**src/rtl/seg_scan_pkg.sv**
```systemverilog
// Shared types, constants and the on-window length helper for the seven-segment scanner.
package seg_scan_pkg;

  typedef enum logic [1:0] {
    PH_BLANK = 2'd0,
    PH_ON    = 2'd1,
    PH_OFF   = 2'd2
  } scan_phase_t;

  localparam logic [6:0] SEG_OFF = 7'h7F;

  // (w * (brightness + 1)) >> duty_w, never below one cycle; product kept wide before the shift.
  function automatic int unsigned on_len_calc(input int unsigned w,
                                              input int unsigned brightness,
                                              input int unsigned duty_w);
    logic [63:0] prod;
    prod = 64'(w) * (64'(brightness) + 64'd1);
    prod = prod >> duty_w;
    if (prod == 64'd0) begin
      prod = 64'd1;
    end
    return 32'(prod);
  endfunction

endpackage

```
**src/rtl/seg_tick_gen.sv**
```systemverilog
// Free-running modulo-DIV counter with an enable and a combinational wrap pulse.
module seg_tick_gen #(
  parameter int unsigned  DIV   = 2,
  localparam int unsigned CNT_W = (DIV > 1) ? $clog2(DIV) : 1
) (
  input  logic             clk,
  input  logic             reset,
  input  logic             en_i,
  output logic [CNT_W-1:0] count_o,
  output logic             wrap_c_o
);

  if (DIV < 2) begin : g_bad_div
    $error("seg_tick_gen: DIV must be at least 2");
  end

  localparam logic [CNT_W-1:0] LAST = CNT_W'(DIV - 1);

  logic [CNT_W-1:0] cnt_q, cnt_d;
  logic             wrap_c;

  always_comb begin
    wrap_c = en_i && (cnt_q == LAST);
    cnt_d  = cnt_q;
    if (en_i) begin
      cnt_d = wrap_c ? '0 : cnt_q + CNT_W'(1);
    end
  end

  always_ff @(posedge clk or posedge reset) begin
    if (reset) begin
      cnt_q <= '0;
    end else begin
      cnt_q <= cnt_d;
    end
  end

  assign count_o  = cnt_q;
  assign wrap_c_o = wrap_c;

endmodule

```
**src/rtl/seg_scan_ctrl.sv**
```systemverilog
// Multiplexed common-anode seven-segment scanner with dead time, PWM brightness,
// per-digit enable/blink and a frame-start strobe. All pins are registered.
module seg_scan_ctrl
  import seg_scan_pkg::*;
#(
  parameter int unsigned NUM_DIGITS   = 8,
  parameter int unsigned TICK_DIV     = 12500,
  parameter int unsigned BLANK_CYC    = 64,
  parameter int unsigned DUTY_W       = 4,
  parameter int unsigned BLINK_FRAMES = 256
) (
  input  logic                    clk,
  input  logic                    reset,
  input  logic [7*NUM_DIGITS-1:0] seg_in,
  input  logic [NUM_DIGITS-1:0]   dp_in,
  input  logic [NUM_DIGITS-1:0]   digit_en,
  input  logic [NUM_DIGITS-1:0]   blink_en,
  input  logic [DUTY_W-1:0]       brightness,
  output logic [6:0]              seg_n,
  output logic                    dp_n,
  output logic [NUM_DIGITS-1:0]   an,
  output logic                    frame_start
);

  if (NUM_DIGITS < 2) begin : g_bad_digits
    $error("seg_scan_ctrl: NUM_DIGITS must be at least 2");
  end
  if (BLANK_CYC < 1) begin : g_bad_blank
    $error("seg_scan_ctrl: BLANK_CYC must be at least 1");
  end
  if (TICK_DIV <= BLANK_CYC) begin : g_bad_div
    $error("seg_scan_ctrl: TICK_DIV must exceed BLANK_CYC");
  end
  if (DUTY_W < 1) begin : g_bad_duty
    $error("seg_scan_ctrl: DUTY_W must be at least 1");
  end
  if (BLINK_FRAMES < 1) begin : g_bad_blink
    $error("seg_scan_ctrl: BLINK_FRAMES must be at least 1");
  end

  localparam int unsigned PC_W    = $clog2(TICK_DIV);
  localparam int unsigned IDX_W   = $clog2(NUM_DIGITS);
  localparam int unsigned END_W   = PC_W + 1;
  localparam int unsigned FC_W    = (BLINK_FRAMES > 1) ? $clog2(BLINK_FRAMES) : 1;
  localparam int unsigned WIN_CYC = TICK_DIV - BLANK_CYC;

  logic [PC_W-1:0]  pc;
  logic             pc_wrap_c;
  logic [IDX_W-1:0] idx;
  logic             idx_wrap_c;

  seg_tick_gen #(.DIV(TICK_DIV)) u_pc_gen (
    .clk      (clk),
    .reset    (reset),
    .en_i     (1'b1),
    .count_o  (pc),
    .wrap_c_o (pc_wrap_c)
  );

  seg_tick_gen #(.DIV(NUM_DIGITS)) u_idx_gen (
    .clk      (clk),
    .reset    (reset),
    .en_i     (pc_wrap_c),
    .count_o  (idx),
    .wrap_c_o (idx_wrap_c)
  );

  scan_phase_t          phase_q, phase_d;
  logic [6:0]           seg_lat_q, seg_lat_d;
  logic                 dp_lat_q, dp_lat_d;
  logic                 en_lat_q, en_lat_d;
  logic                 blink_lat_q, blink_lat_d;
  logic [DUTY_W-1:0]    bright_lat_q, bright_lat_d;
  logic [FC_W-1:0]      fc_q, fc_d;
  logic                 blink_q, blink_d;
  logic                 started_q, started_d;
  logic [6:0]           seg_q, seg_d;
  logic                 dp_q, dp_d;
  logic [NUM_DIGITS-1:0] an_q, an_d;
  logic                 fs_q, fs_d;
  logic [END_W-1:0]     on_end_c;
  logic                 visible_c;

  // Last pc of the lit window for the brightness latched in this slot.
  assign on_end_c = END_W'(BLANK_CYC)
                  + END_W'(on_len_calc(WIN_CYC, 32'(bright_lat_q), DUTY_W))
                  - END_W'(1);
  assign visible_c = en_lat_q & ~(blink_lat_q & blink_q);

  always_comb begin
    phase_d      = phase_q;
    seg_lat_d    = seg_lat_q;
    dp_lat_d     = dp_lat_q;
    en_lat_d     = en_lat_q;
    blink_lat_d  = blink_lat_q;
    bright_lat_d = bright_lat_q;
    fc_d         = fc_q;
    blink_d      = blink_q;
    started_d    = started_q;
    an_d         = '1;
    seg_d        = SEG_OFF;
    dp_d         = 1'b1;
    fs_d         = (pc == '0) && (idx == '0) && started_q;

    if (pc == '0) begin
      seg_lat_d    = seg_in[32'(idx) * 7 +: 7];
      dp_lat_d     = dp_in[idx];
      en_lat_d     = digit_en[idx];
      blink_lat_d  = blink_en[idx];
      bright_lat_d = brightness;
    end

    unique case (phase_q)
      PH_BLANK: if (pc == PC_W'(BLANK_CYC - 1)) phase_d = PH_ON;
      PH_ON: begin
        if (pc_wrap_c) begin
          phase_d = PH_BLANK;
        end else if ({1'b0, pc} == on_end_c) begin
          phase_d = PH_OFF;
        end
      end
      PH_OFF:   if (pc_wrap_c) phase_d = PH_BLANK;
      default:  phase_d = PH_BLANK;
    endcase

    if ((phase_q == PH_ON) && visible_c) begin
      an_d  = ~(NUM_DIGITS'(1) << idx);
      seg_d = seg_lat_q;
      dp_d  = ~dp_lat_q;
    end

    // Frame bookkeeping happens on the digit-index wrap back to 0.
    if (idx_wrap_c) begin
      started_d = 1'b1;
      if (fc_q == FC_W'(BLINK_FRAMES - 1)) begin
        fc_d    = '0;
        blink_d = ~blink_q;
      end else begin
        fc_d = fc_q + FC_W'(1);
      end
    end
  end

  always_ff @(posedge clk or posedge reset) begin
    if (reset) begin
      phase_q      <= PH_BLANK;
      seg_lat_q    <= SEG_OFF;
      dp_lat_q     <= 1'b0;
      en_lat_q     <= 1'b0;
      blink_lat_q  <= 1'b0;
      bright_lat_q <= '0;
      fc_q         <= '0;
      blink_q      <= 1'b0;
      started_q    <= 1'b0;
      an_q         <= '1;
      seg_q        <= SEG_OFF;
      dp_q         <= 1'b1;
      fs_q         <= 1'b0;
    end else begin
      phase_q      <= phase_d;
      seg_lat_q    <= seg_lat_d;
      dp_lat_q     <= dp_lat_d;
      en_lat_q     <= en_lat_d;
      blink_lat_q  <= blink_lat_d;
      bright_lat_q <= bright_lat_d;
      fc_q         <= fc_d;
      blink_q      <= blink_d;
      started_q    <= started_d;
      an_q         <= an_d;
      seg_q        <= seg_d;
      dp_q         <= dp_d;
      fs_q         <= fs_d;
    end
  end

  assign seg_n       = seg_q;
  assign dp_n        = dp_q;
  assign an          = an_q;
  assign frame_start = fs_q;

endmodule

```
**config.mk**
```make
export PLATFORM = sky130hd
export DESIGN_NAME = seg_scan_ctrl
export DESIGN_NICKNAME = d
export VERILOG_FILES = /design/src/rtl/seg_scan_pkg.sv /design/src/rtl/seg_tick_gen.sv /design/src/rtl/seg_scan_ctrl.sv
export SDC_FILE = /design/constraint.sdc
export NUM_CORES = 1
export LEC_CHECK = 0
export CAP_MARGIN = 20
export CORE_MARGIN = 4
export CORE_UTILIZATION = 46
export DETAILED_ROUTE_END_ITERATION = 6
export GPL_TIMING_DRIVEN = 1
export PLACE_DENSITY = 0.74
export SLEW_MARGIN = 20
export SYNTH_ARGS = -nofsm -noshare
export SYNTH_HDL_FRONTEND = slang
export SYNTH_HIERARCHICAL = 1
export SYNTH_SLANG_ARGS = --single-unit
```
**constraint.sdc**
```tcl
create_clock -name clk -period 6.9 [get_ports clk]
set_clock_uncertainty 0.1 [all_clocks]
set_input_delay 1.38 -clock clk [delete_from_list [all_inputs] [get_ports clk]]
set_output_delay 1.38 -clock clk [all_outputs]
set_load 0.005 [all_outputs]
```
### After elaboration in Yosys (flattened, before gate mapping)

Index checks and enable logic that the tools add are counted.

* register bits: 60
* input bits: 86
* output and inout bits: 17
* word-level logic and storage cells: 70

* add/subtract/negate cells: 6
* multiply operators: 2
* $lt $le $gt $ge: 1
* eq/ne operators: 10
* shifts and indexed selects: 2
* multiplexer cells: 18
* bitwise operators: 6
* reduce and logical (&&, ||, !) cells: 10

Operators with widths (number)
* logical NOT 64 bit: 1
* indexed part select 56 x 7 -> 7 bit: 1
* multiplier 12 x 5 -> 17 bit, first input constant: 1
* two-way mux 8 bit: 2
* adder 7 x 15 -> 15 bit, first input constant: 1
* == test 14 x 15 -> 1 bit: 1
* two-way mux 15 bit: 1
* subtractor 15 x 1 -> 15 bit, second input constant: 1
* adder 14 x 1 -> 14 bit, second input constant: 1
* == test 14 bit, second input constant: 1
* == test 14 x 6 -> 1 bit, second input constant: 1
* logical NOT 14 bit: 1
* two-way mux 14 bit: 1
* binary-select mux 1 bit (select 3 bit): 3
* adder 8 x 1 -> 8 bit, second input constant: 1
* == test 8 bit, second input constant: 1
* two-way mux 2 bit: 4
* NOT 8 bit: 1
* << shifter 1 x 3 -> 8 bit, first input constant: 1
* two-way mux 7 bit: 1
* multiplier 3 x 3 -> 6 bit, second input constant: 1
* one-hot mux 2 bit (3 select lines): 1
* adder 4 x 1 -> 5 bit, second input constant: 1
* logical AND 1 bit: 4
* other kinds (16): 22

### Depth between registers and ports, before layout

Gate-level depths: netlist of run 1.

* depth after elaboration: 10
* depth in mapped cells: 24
* depth with buffers taken out: 23

### Hierarchy

Netlist of run 1, hierarchy kept.

By module, submodules not included
* seg_scan_ctrl: times used 1, cells an instance 361, area an instance 3742.3 µm², seq. area each 1104.8 µm²
* seg_tick_gen (u_pc_gen): times used 1, cells an instance 67, area an instance 705.7 µm², seq. area each 350.3 µm²
* seg_tick_gen (u_idx_gen): times used 1, cells an instance 13, area an instance 156.4 µm², seq. area each 75.1 µm²

### Least setup slack after synthesis of run 1

Ideal clock, no wire load.

* kind: flip-flop to flip-flop
* start: register bright_lat_q[1]
* end: register phase_q[0]
* library setup time: 0.124 ns
* arrival time: 5.282 ns
* required time: 6.676 ns
* slack: 1.394 ns
* stages on the path, launching flop included: 24
* path buffers: 0
* clock period less this slack: 5.506 ns
* path through: dfrtp_1 > ha_1 > nand3_1 > inv_1 > ha_1 > and2_2 > ha_1 > ha_1 > a311o_1 > a21oi_1 > xnor3_2 > nor4b_2 > nand4b_1 > nor4b_4 > nor2_1 > ha_1 > nor3b_1 > o211ai_1 > o211ai_1 > or3_1 > nor3_1 > nor2_1 > a2111o_1 > o31a_1

* word-level cells in the longest chain between the ends: 9

Ends and longest elaborated chain
* start, declared: RTL line seg_scan_ctrl.sv:73 `logic [DUTY_W-1:0] bright_lat_q, bright_lat_d;`
* start signal, assigned: RTL line seg_scan_ctrl.sv:165 `bright_lat_q <= bright_lat_d;`
* adder 4 x 1 -> 5 bit (*): RTL line seg_scan_pkg.sv:17 `prod = 64'(w) * (64'(brightness) + 64'd1);`
* multiplier 12 x 5 -> 17 bit (*): RTL line seg_scan_pkg.sv:17
* logical NOT 64 bit: RTL line seg_scan_pkg.sv:19 `if (prod == 64'd0) begin`
* two-way mux 15 bit (*): RTL line seg_scan_pkg.sv:19
* adder 7 x 15 -> 15 bit (*): RTL line seg_scan_ctrl.sv:86 `+ END_W'(on_len_calc(WIN_CYC, 32'(bright_lat_q), DUTY_W))`
* subtractor 15 x 1 -> 15 bit (*): RTL line seg_scan_ctrl.sv:87 `- END_W'(1);`
* == test 14 x 15 -> 1 bit (*): RTL line seg_scan_ctrl.sv:118 `end else if ({1'b0, pc} == on_end_c) begin`
* != test 3 x 2 -> 1 bit (no line) (*)
* AND reduction 3 bit (no line) (*)
* end signal, assigned: RTL line seg_scan_ctrl.sv:160 `phase_q <= phase_d;`
* end, declared: RTL line seg_scan_ctrl.sv:68 `scan_phase_t phase_q, phase_d;`

Every way passes the cells marked *; elsewhere a longest branch is shown, timed or not.
A chain may end at the register's enable or synchronous reset.

### Worst setup path after layout of run 1

* start: register bright_lat_q[0]
* end: register phase_q[0]

Same word-level chain as after synthesis.

==> flow_summary.yaml, run 1 <==
outcome:
  status: "finished, final reports clean"
logic_synthesis:
  yosys_warnings: 6
  async_flop_share: 1.00
  synth_edf_count: 0
  netlist.area_leader.share: 0.201
  ys_seq_area_frac: 0.332
  yosysMostFrequentCell: "dfrtp_1"
  ys_ff_latch: 60
  synth_common_cells: "dfrtp_1 (37), nand2_1 (33), nor2_1 (33)"
  yosys.area.top_type: "dfrtp_1"
  synth.avg_cell_area_um2: 10.4
  synthCells: 441
  ys_types: 74
  synthTopCellsByArea: "dfrtp_1 (20%), dfstp_2 (13%), mux4_2 (9.8%)"
  syn_area_um2: 4600
  synth_top_flop_cell: "dfrtp_1"
floorplan:
  row_count: 36
  dieWidth_um: 108
  floorplan.initialDensity: 0.471
  coreArea_um2: 9770
  die_area_um2: 11700
  die_h_um: 108
  ios: 103
pwr:
  swShare: 0.333
  powerDensity_nw_per_um2: 183
  intPower_w: 0.000723
  clkPwrFrac: 0.289
  pwr-share-seq: 0.404
  p_sw_w: 0.000361
  ir_drop_uv: 161
  total_leakage_power_nw: 2.49
  power_frac_comb: 0.307
routing:
  vias: 3843
  post_drt_wl_per_cell_um: 16.6
  dr.pass1.iters: 7
  via_per_inst: 5.64
  drtIter0Drc: 196
  drcViolationCount: 0
  drtAntennaViolNets: 0
  finalWirelength_um: 11300
cts:
  tritoncts: "built"
  cts_max_level: 3
  clk_pin_slew_ns: 0.07
  insertion_delay_ns: 0.33
  cts-root-buf: "clkbuf_8"
  postCtsHoldBufs: 0
  clock_path_buffers: 2
  cts_setup_buffers: 0
  cts.sink_count: 60
  cts-buffers-inserted: 9
  ctsResizeCount: 0
critical_path:
  critPathLaunchType: "flop"
  cp.arrival_ns: 6.56
  end_kind: "flop"
  critPathKind: "flop to flop"
  r2r_slack_ns: 0.46
  crit_required_ns: 7.02
  cp_max_fo: 9
sta:
  setup-tns-final_ns: 0
  slew_violations: 0
  hold_viol: 0
  hold_ws_ns: 0.308
  max_slew_margin: 0.303
  rsz0062_at_grt: "no"
  fin_crit_ns: 6.44
  setup_slack_ns: 0.457
  worstMarginPinSlew_ns: 1.05
  fmax_mhz: 155
  post-route-period-util: 0.934
  finalSetupViolCount: 0
layout:
  final_cell_count_no_fill: 681
  antenna_cells: 0
  area_growth_pct: 28.7
  finalNetCount: 657
  nFillCells: 857
  drive_above_1_share: 0.182
global_routing:
  grtUsageTotal: 0.197
  grt_start_max_net_pins: 38
  first_global_vias: 3837
  grt-ovfl-total: 0
  antenna_found_initial: 0
  grt_pass1_wl_um: 18500
min_path:
  worst_hold_path_type: "flop to flop"
place:
  dp.cells: 665
  dp_slack_ns: 0.584
  dp_hpwl_um: 8980
  port-buffer-count: 102
  place.gp.congestion: 1.01
run:
  drv_cap: 0
## cells by family after synthesis
kind of cell	count (synthesis)	share of synthesized area
and+or+nand+nor	164	0.204
AOI/OAI and AO/OA	68	0.104
DFF	60	0.332
xor gates and xnor gates	44	0.0943
muxes	43	0.154
buffers and inverters	33	0.0342
adders and majority gates	28	0.0761
other	1	0.000814
## power groups by stage
| stage | sequential [W] | clock, W | combinational (W) |
|---|---|---|---|
| 6_report | 0.000438 | 0.000313 | 0.000333 |
| 5_1_grt | 0.000444 | 0.000336 | 0.000376 |
| 4_1_cts | 0.000438 | 0.000322 | 0.000332 |
| 3_5_place_dp | 0.000442 | 0 | 0.000329 |
| 3_3_place_gp | 0.000441 | 0 | 0.000322 |
| 2_1_floorplan | 0.000426 | 0 | 0.000237 |
## area by class of cell
type	count	area, um^2	area share
Timing Repair Buffer	104	1040	0.175
Tap cell	133	166	0.0281
Inverter	14	55.1	0.00929
Sequential cell	60	1530	0.258
Clock buffer	9	124	0.0209
Clock inverter	7	75.1	0.0127
Multi-Input combinational cell	354	2940	0.496
## state kept, by name (all words and copies together), names as in the netlist
signal and count:
fc_q 8, an 8, blink_lat_q 1, u_idx_gen/count_o 3, started_q 1, phase_q 2
blink_q 1, en_lat_q 1, dp_n 1, dp_lat_q 1, bright_lat_q 4, seg_n 7
u_pc_gen/count_o 14, frame_start 1, seg_lat_q 7
## routing by layer
layer	track usage	up-vias	wire, um
li1	-	1843	-
met2	0.333	123	5660
met5	0	-	0
met4	0.0550	0	178
met1	0.259	1863	4840
met3	0.0352	14	608
## cell usage in the layout (no fill, tap or decap), types with 4 or more instances in the layout
| cell | Yosys | final |
|---|---|---|
| and2_2 | 5 | 5 |
| nor2_1 | 33 | 33 |
| xor2_1 | 17 | 17 |
| mux4_2 | 20 | 20 |
| nor4_1 | 8 | 8 |
| nor2b_1 | 4 | 4 |
| nor3_1 | 9 | 9 |
| dfstp_2 | 23 | 23 |
| dfrtp_1 | 37 | 36 |
| nand3_1 | 11 | 11 |
| nand4_1 | 7 | 7 |
| o21ai_0 | 18 | 18 |
| conb_1 | 1 | 7 |
| nand2b_1 | 13 | 13 |
| ha_1 | 28 | 28 |
| a21oi_1 | 8 | 8 |
| a211oi_1 | 4 | 4 |
| nand4b_1 | 5 | 5 |
| and3_1 | 4 | 4 |
| nand2_1 | 33 | 33 |
| mux2_2 | 7 | 7 |
| inv_1 | 13 | 13 |
| a31oi_1 | 4 | 4 |
| xnor2_1 | 24 | 24 |
| or2_2 | 4 | 4 |
| clkdlybuf4s50_1 | 0 | 102 |
| mux2i_1 | 14 | 14 |
| clkbuf_8 | 0 | 9 |
## final timing paths
kind | end | start | cells after the start
worst max register to register | phase_q[0]$_DFFE_PP0P_ | bright_lat_q[0]$_DFFE_PP0N_ | 22
max in group asynchronous | seg_n[4]$_DFF_PP1_ | reset | 3
min in group asynchronous | u_idx_gen/count_o[2]$_DFFE_PP0P_ | reset | 2
worst min register to register | dp_n$_DFF_PP1_ | dp_lat_q$_DFFE_PP0N_ | 1
worst min-delay path | dp_n$_DFF_PP1_ | dp_lat_q$_DFFE_PP0N_ | 1
worst max-delay path | phase_q[0]$_DFFE_PP0P_ | bright_lat_q[0]$_DFFE_PP0N_ | 22
## worst max-delay path, stage by stage, from the launching register on
cell and delay [ns]:
dfrtp_1 0.49, ha_1 0.30, nand3_1 0.30, inv_1 0.21, ha_1 0.25, and2_2 0.18
ha_1 0.27, ha_1 0.37, o21ai_0 0.42, o21ai_0 0.18, o21ai_0 0.28, mux2i_1 0.43
nor4b_4 0.34, nor2_1 0.08, ha_1 0.22, nor3b_1 0.17, o211ai_1 0.17, o211ai_1 0.21
or3_1 0.38, nor3_1 0.21, nor2_1 0.07, a2111o_1 0.41, o31a_1 0.28
## through the flow
step / util / cell area, um^2 / power [W]
after global placement: 0.586 / 5730 / 0.000763
final: 0.606 / 5930 / 0.00108
after global routing: 0.606 / 5930 / 0.00116
after CTS: 0.606 / 5930 / 0.00109
after detailed placement: 0.586 / 5730 / 0.000771
after floorplan: - / 4630 / 0.000663
Power figures use the tool's default switching activity.
==> run 2: changes to the inputs <==
--- a/config.mk
+++ b/config.mk
@@ -8,6 +8,7 @@
 export CAP_MARGIN = 20
 export CORE_MARGIN = 4
 export CORE_UTILIZATION = 46
+export CTS_CLUSTER_SIZE = 30
 export DETAILED_ROUTE_END_ITERATION = 6
 export GPL_TIMING_DRIVEN = 1
 export PLACE_DENSITY = 0.74
==> results of run 2 <==
The final DEF is identical to that of run 1; final timing and power are the same.
